**src/rtl/display_arbiter.sv**
```systemverilog
// display_arbiter: decides whether the operational or setup FSM drives the display,
// freezing timed operational messages and forcing setup exit on inactivity.
module display_arbiter #(
    parameter int HOLD_CYCLES    = 50_000_000,
    parameter int TIMEOUT_CYCLES = 250_000_000
) (
    input  logic       clk,
    input  logic       rst,
    input  logic       req_o,
    input  logic       msg_o,
    input  logic       req_s,
    input  logic       act_s,
    output logic       enable_o,
    output logic       enable_s,
    output logic [1:0] owner,
    output logic       hold_busy,
    output logic       setup_timeout
);
    localparam int MAX_CYCLES = HOLD_CYCLES > TIMEOUT_CYCLES ? HOLD_CYCLES : TIMEOUT_CYCLES;
    localparam int CW = $clog2(MAX_CYCLES);
    localparam logic [CW-1:0] HOLD_LD = CW'(HOLD_CYCLES - 1);
    localparam logic [CW-1:0] TO_LD   = CW'(TIMEOUT_CYCLES - 1);

    typedef enum logic [1:0] {IDLE = 2'b00, OPER = 2'b01, SETUP = 2'b10, HOLD = 2'b11} state_t;

    state_t        state_q, state_d;
    logic [CW-1:0] cnt_q, cnt_d;
    logic          lockout_q, lockout_d;
    logic          msg_acc, timeout;

    assign msg_acc       = msg_o & (state_q != SETUP);
    assign enable_o      = ~rst & ((state_q == OPER) | msg_acc);
    assign enable_s      = state_q == SETUP;
    assign owner         = state_q;
    assign hold_busy     = state_q == HOLD;
    assign setup_timeout = timeout;

    always_comb begin
        state_d   = state_q;
        cnt_d     = '0;
        lockout_d = req_s ? lockout_q : 1'b0;
        timeout   = 1'b0;
        case (state_q)
            IDLE: begin
                if (req_s && !lockout_q) begin
                    state_d = SETUP;
                    cnt_d   = TO_LD;
                end else if (msg_acc) begin
                    state_d = HOLD;
                    cnt_d   = HOLD_LD;
                end else if (req_o) begin
                    state_d = OPER;
                end
            end
            OPER: begin
                if (req_s) begin
                    state_d = SETUP;
                    cnt_d   = TO_LD;
                end else if (msg_acc) begin
                    state_d = HOLD;
                    cnt_d   = HOLD_LD;
                end else if (!req_o) begin
                    state_d = IDLE;
                end
            end
            HOLD: begin
                if (msg_acc) begin
                    cnt_d = HOLD_LD;
                end else if (cnt_q != '0) begin
                    cnt_d = cnt_q - CW'(1);
                end else if (req_s && !lockout_q) begin
                    state_d = SETUP;
                    cnt_d   = TO_LD;
                end else begin
                    state_d = req_o ? OPER : IDLE;
                end
            end
            SETUP: begin
                // Losing the request wins over a simultaneous timeout.
                if (!req_s) begin
                    state_d = req_o ? OPER : IDLE;
                end else if (act_s) begin
                    cnt_d = TO_LD;
                end else if (cnt_q != '0) begin
                    cnt_d = cnt_q - CW'(1);
                end else begin
                    state_d   = IDLE;
                    timeout   = 1'b1;
                    lockout_d = 1'b1;
                end
            end
        endcase
    end

    always_ff @(posedge clk or posedge rst) begin
        if (rst) begin
            state_q   <= IDLE;
            cnt_q     <= '0;
            lockout_q <= 1'b0;
        end else begin
            state_q   <= state_d;
            cnt_q     <= cnt_d;
            lockout_q <= lockout_d;
        end
    end
endmodule
```
**config.mk**
```make
export PLATFORM = sky130hd
export DESIGN_NAME = display_arbiter
export DESIGN_NICKNAME = d
export VERILOG_FILES = /design/src/rtl/display_arbiter.sv
export SDC_FILE = /design/constraint.sdc
export NUM_CORES = 1
export LEC_CHECK = 0
export CORE_MARGIN = 2
export CORE_UTILIZATION = 50
export DETAILED_ROUTE_END_ITERATION = 6
export PLACE_DENSITY = 0.69
export SETUP_SLACK_MARGIN = 0.4
export SLEW_MARGIN = 40
export SYNTH_ARGS = -nofsm -noshare
export SYNTH_HDL_FRONTEND = slang
export SYNTH_SLANG_ARGS = --single-unit
export TNS_END_PERCENT = 1
```
**constraint.sdc**
```tcl
create_clock -name clk -period 4.6 [get_ports clk]
set_input_delay 0.92 -clock clk [delete_from_list [all_inputs] [get_ports clk]]
set_output_delay 0.92 -clock clk [all_outputs]
set_load 0.01 [all_outputs]
```
==> flow_metrics.env <==
export IMPL_status="completed"
export IMPL_grt_overflow_total=0
export IMPL_reg2regPathDepth=8
export IMPL_drc=0
export IMPL_final_cell_mix="dfrtp_1 (31), nor2_1 (28), o21ai_0 (14), nand2_1 (13), a21oi_1 (13)"
export IMPL_grt_pass1_wl_um=7940
export IMPL_hold_buffers=0
export IMPL_antenna_diode_count=0
export IMPL_syn_avg_cell_area_um2=9.09
export IMPL_yosys_most_used_dff="dfrtp_1"
export IMPL_synth_nets=238
export IMPL_crit_start="cnt_q[0]$_DFF_PP0_"
export IMPL_met1_usage=0.329
export IMPL_clockBufferDepth=2
export IMPL_synth_edf_count=0
export IMPL_use_met3=0.0519
export IMPL_tritoncts="done"
export IMPL_finalMaxSlewViolations=0
export IMPL_antenna_left=0
export IMPL_grt_pass1_vias=1653
export IMPL_design_area_um2=2340
export IMPL_final_common_cell="dfrtp_1"
export IMPL_synth_cells=230
export IMPL_vias=1718
export IMPL_layout_setup_ws_ns=0.966
export IMPL_worstReg2RegEnd="cnt_q[24]$_DFF_PP0_"
export IMPL_cp_end_kind="output port"
export IMPL_cts_sinks=31
export IMPL_nets=249
export IMPL_powerDensity_nw_per_um2=659
export IMPL_path_clk_slew_ns=0.07
export IMPL_startpoint_type="flop"
export IMPL_place_ws_ns=1.04
export IMPL_die_x_um=68.7
export IMPL_crit_required_ns=3.68
export IMPL_seqPwrFrac=0.345
export IMPL_leakage_nw=0.915
export IMPL_area_growth_pct=12.0
export IMPL_timing_fmax_mhz=275
export IMPL_hold_start="cnt_q[24]$_DFF_PP0_"
export IMPL_via_per_inst=5.88
export IMPL_hold_viol=0
export IMPL_root_buffer="clkbuf_8"
export IMPL_placed_cell_area_um2=2210
export IMPL_coreArea_um2=4000
export IMPL_slowest_stage="clkdlybuf4s50_1"
export IMPL_routedWlPerCell_um=16.1
export IMPL_hold_path_class="flop to flop"
export IMPL_cts_setup_buffers=0
export IMPL_setup_viol=0
export IMPL_top_level_ports=12
export IMPL_cts_resized=0
export IMPL_ys_ff_latch=31
export IMPL_maxCapViolations=0
export IMPL_drive_above_1_share=0.136
export IMPL_wl_um=4720
export IMPL_grt_busiest_layer="met2"
export IMPL_fin_tns_setup_ns=0
export IMPL_period_minus_slack_ns=3.63
export IMPL_place_hpwl_um=3350
export IMPL_h_tree_depth=2
export IMPL_synthArstFlopShare=1.00
export IMPL_yosysWarnings=0
export IMPL_num_fill_cells=351
export IMPL_numCtsBuffers=5
export IMPL_die_area_um2=4710
export IMPL_placed_cells=284
export IMPL_finalCritPeriodShare=0.790
export IMPL_ys_seq_area_frac=0.371
export IMPL_gp_congestion=0.890
export IMPL_critical_path_max_fanout=12
export IMPL_die_h_um=68.7
export IMPL_yosys_top_cells_area="dfrtp_1 (37%), nor2_1 (5.0%), xnor2_1 (5.0%)"
export IMPL_row_count=23
export IMPL_yosysTopAreaCell="dfrtp_1"
export IMPL_drt_iter0_drc=182
export IMPL_firstDrtPassIters=4
export IMPL_final_util=0.585
export IMPL_swShare=0.420
export IMPL_start_util=0.523
export IMPL_slew_headroom=0.530
export IMPL_worst_pin_slew_ns=0.697
export IMPL_worst_skew_pair_late_latency_ns=0.29
export IMPL_ff_latch_area_um2=776
export IMPL_crit_type="flop to output port"
export IMPL_comb_power_share=0.444
export IMPL_hold_path_end="cnt_q[24]$_DFF_PP0_"
export IMPL_synth_top_area_frac=0.371
export IMPL_crit_chain="inv_1, ha_1, or4b_4, nor2_4, nand3_2, nor3_1, clkdlybuf4s50_1"
export IMPL_instances_no_fill=292
export IMPL_min_path_cells=2
export IMPL_p_sw_mw=0.648
export IMPL_syn_cell_area_um2=2090
export IMPL_finalPower_mw=1.54
export IMPL_grtUsageTotal=0.229
export IMPL_io_buffers=11
export IMPL_ir_drop_uv=342
export IMPL_p_int_mw=0.896
export IMPL_clkPwrFrac=0.210
export IMPL_synthDistinctLibCells=60
export IMPL_multiInputGateArea_um2=1220
export IMPL_antenna_found_initial=0
export IMPL_cpPeakStageDelay_ns=0.57
export IMPL_worst_clock_skew_ns=0.00411
export IMPL_cp_buffers_inverters=2
export IMPL_met2_usage=0.332
export IMPL_r2r_start="cnt_q[0]$_DFF_PP0_"
export IMPL_rsz0062_at_grt="false"
export IMPL_crit_family="simple AND/OR/NAND/NOR gates"
export IMPL_hold_slack_ns=0.568
export IMPL_r2r_setup_slack_ns=2.24
export IMPL_arrival_ns=2.71
export IMPL_grt_max_degree=32
[power by group through the flow]
stage / Clock (mW) / Sequential (mW) / Combinational, mW
after floorplan: 0 / 0.494 / 0.534
after global placement: 0 / 0.529 / 0.668
after detailed placement: 0 / 0.534 / 0.674
after CTS: 0.327 / 0.529 / 0.683
after global routing: 0.338 / 0.551 / 0.757
final: 0.325 / 0.533 / 0.686
[logic make-up (layout without fill, tap and decap cells)]
| kind of cell | count (synthesis) | in the layout | synth area share |
|---|---|---|---|
| AND/OR/NAND/NOR | 94 | 94 | 0.269 |
| AO/OA/AOI/OAI | 64 | 64 | 0.209 |
| flip-flops | 31 | 31 | 0.371 |
| buffers and inverters | 17 | 29 | 0.0461 |
| multiplexers | 1 | 1 | 0.00479 |
| XOR/XNOR | 21 | 21 | 0.0880 |
| adder cells (fa/ha/maj) | 2 | 2 | 0.0120 |
[state kept, by name, indices dropped and copies added (netlist names)]
register / flops
owner: 2
cnt_q: 28
lockout_q: 1
[metal layers]
metal,vias to the layer above,part of all wire,wire length (um)
met2,36,0.45,2130
met1,822,0.49,2300
met3,9,0.044,209
li1,851,-,-
met4,0,0.016,76
met5,-,0,0
[cell usage after synthesis, types with 2 or more instances]
cell type / number
o21ai_0: 14
nor4_1: 3
a31oi_1: 3
clkbuf_1: 4
buf_6: 2
inv_1: 8
and2_1: 2
nand2_2: 2
nand4_1: 2
o22ai_1: 3
a211o_1: 3
nor3_1: 11
dfrtp_1: 31
nor3_2: 2
o21ai_2: 5
nor2b_1: 2
nand2_1: 13
nand3_1: 3
or3_1: 4
nor4_2: 3
ha_1: 2
a21oi_1: 13
xnor2_1: 12
nor2_1: 28
nand2b_1: 3
o21a_1: 2
xor2_1: 9
nor3b_1: 2
o21ai_1: 8
[area by class of cell]
| type | count | area share |
|---|---|---|
| Inverter | 9 | 0.0144 |
| Multi-Input combinational cell | 182 | 0.521 |
| Tap cell | 50 | 0.0267 |
| Timing Repair Buffer | 12 | 0.0502 |
| Clock buffer | 6 | 0.0310 |
| Clock inverter | 2 | 0.0257 |
| Sequential cell | 31 | 0.331 |
[worst register-to-register path: cells and delay by family, from the launching register on]
family | cells | cell delay (ns)
flip-flops | 1 | 0.42
AND/OR/NAND/NOR | 5 | 1.31
adder cells (fa/ha/maj) | 1 | 0.22
XOR/XNOR | 1 | 0.15
buffers and inverters | 1 | 0.13
[worst max-delay path by stage]
stage	cells after the start	to	slack (ns)
6_report	7	setup_timeout	0.97
5_1_grt	7	setup_timeout	0.80
4_1_cts	7	setup_timeout	0.95
3_5_place_dp	4	setup_timeout	1.04
3_3_place_gp	4	setup_timeout	1.06
2_1_floorplan	7	setup_timeout	1.95
Power figures use the tool's default switching activity.
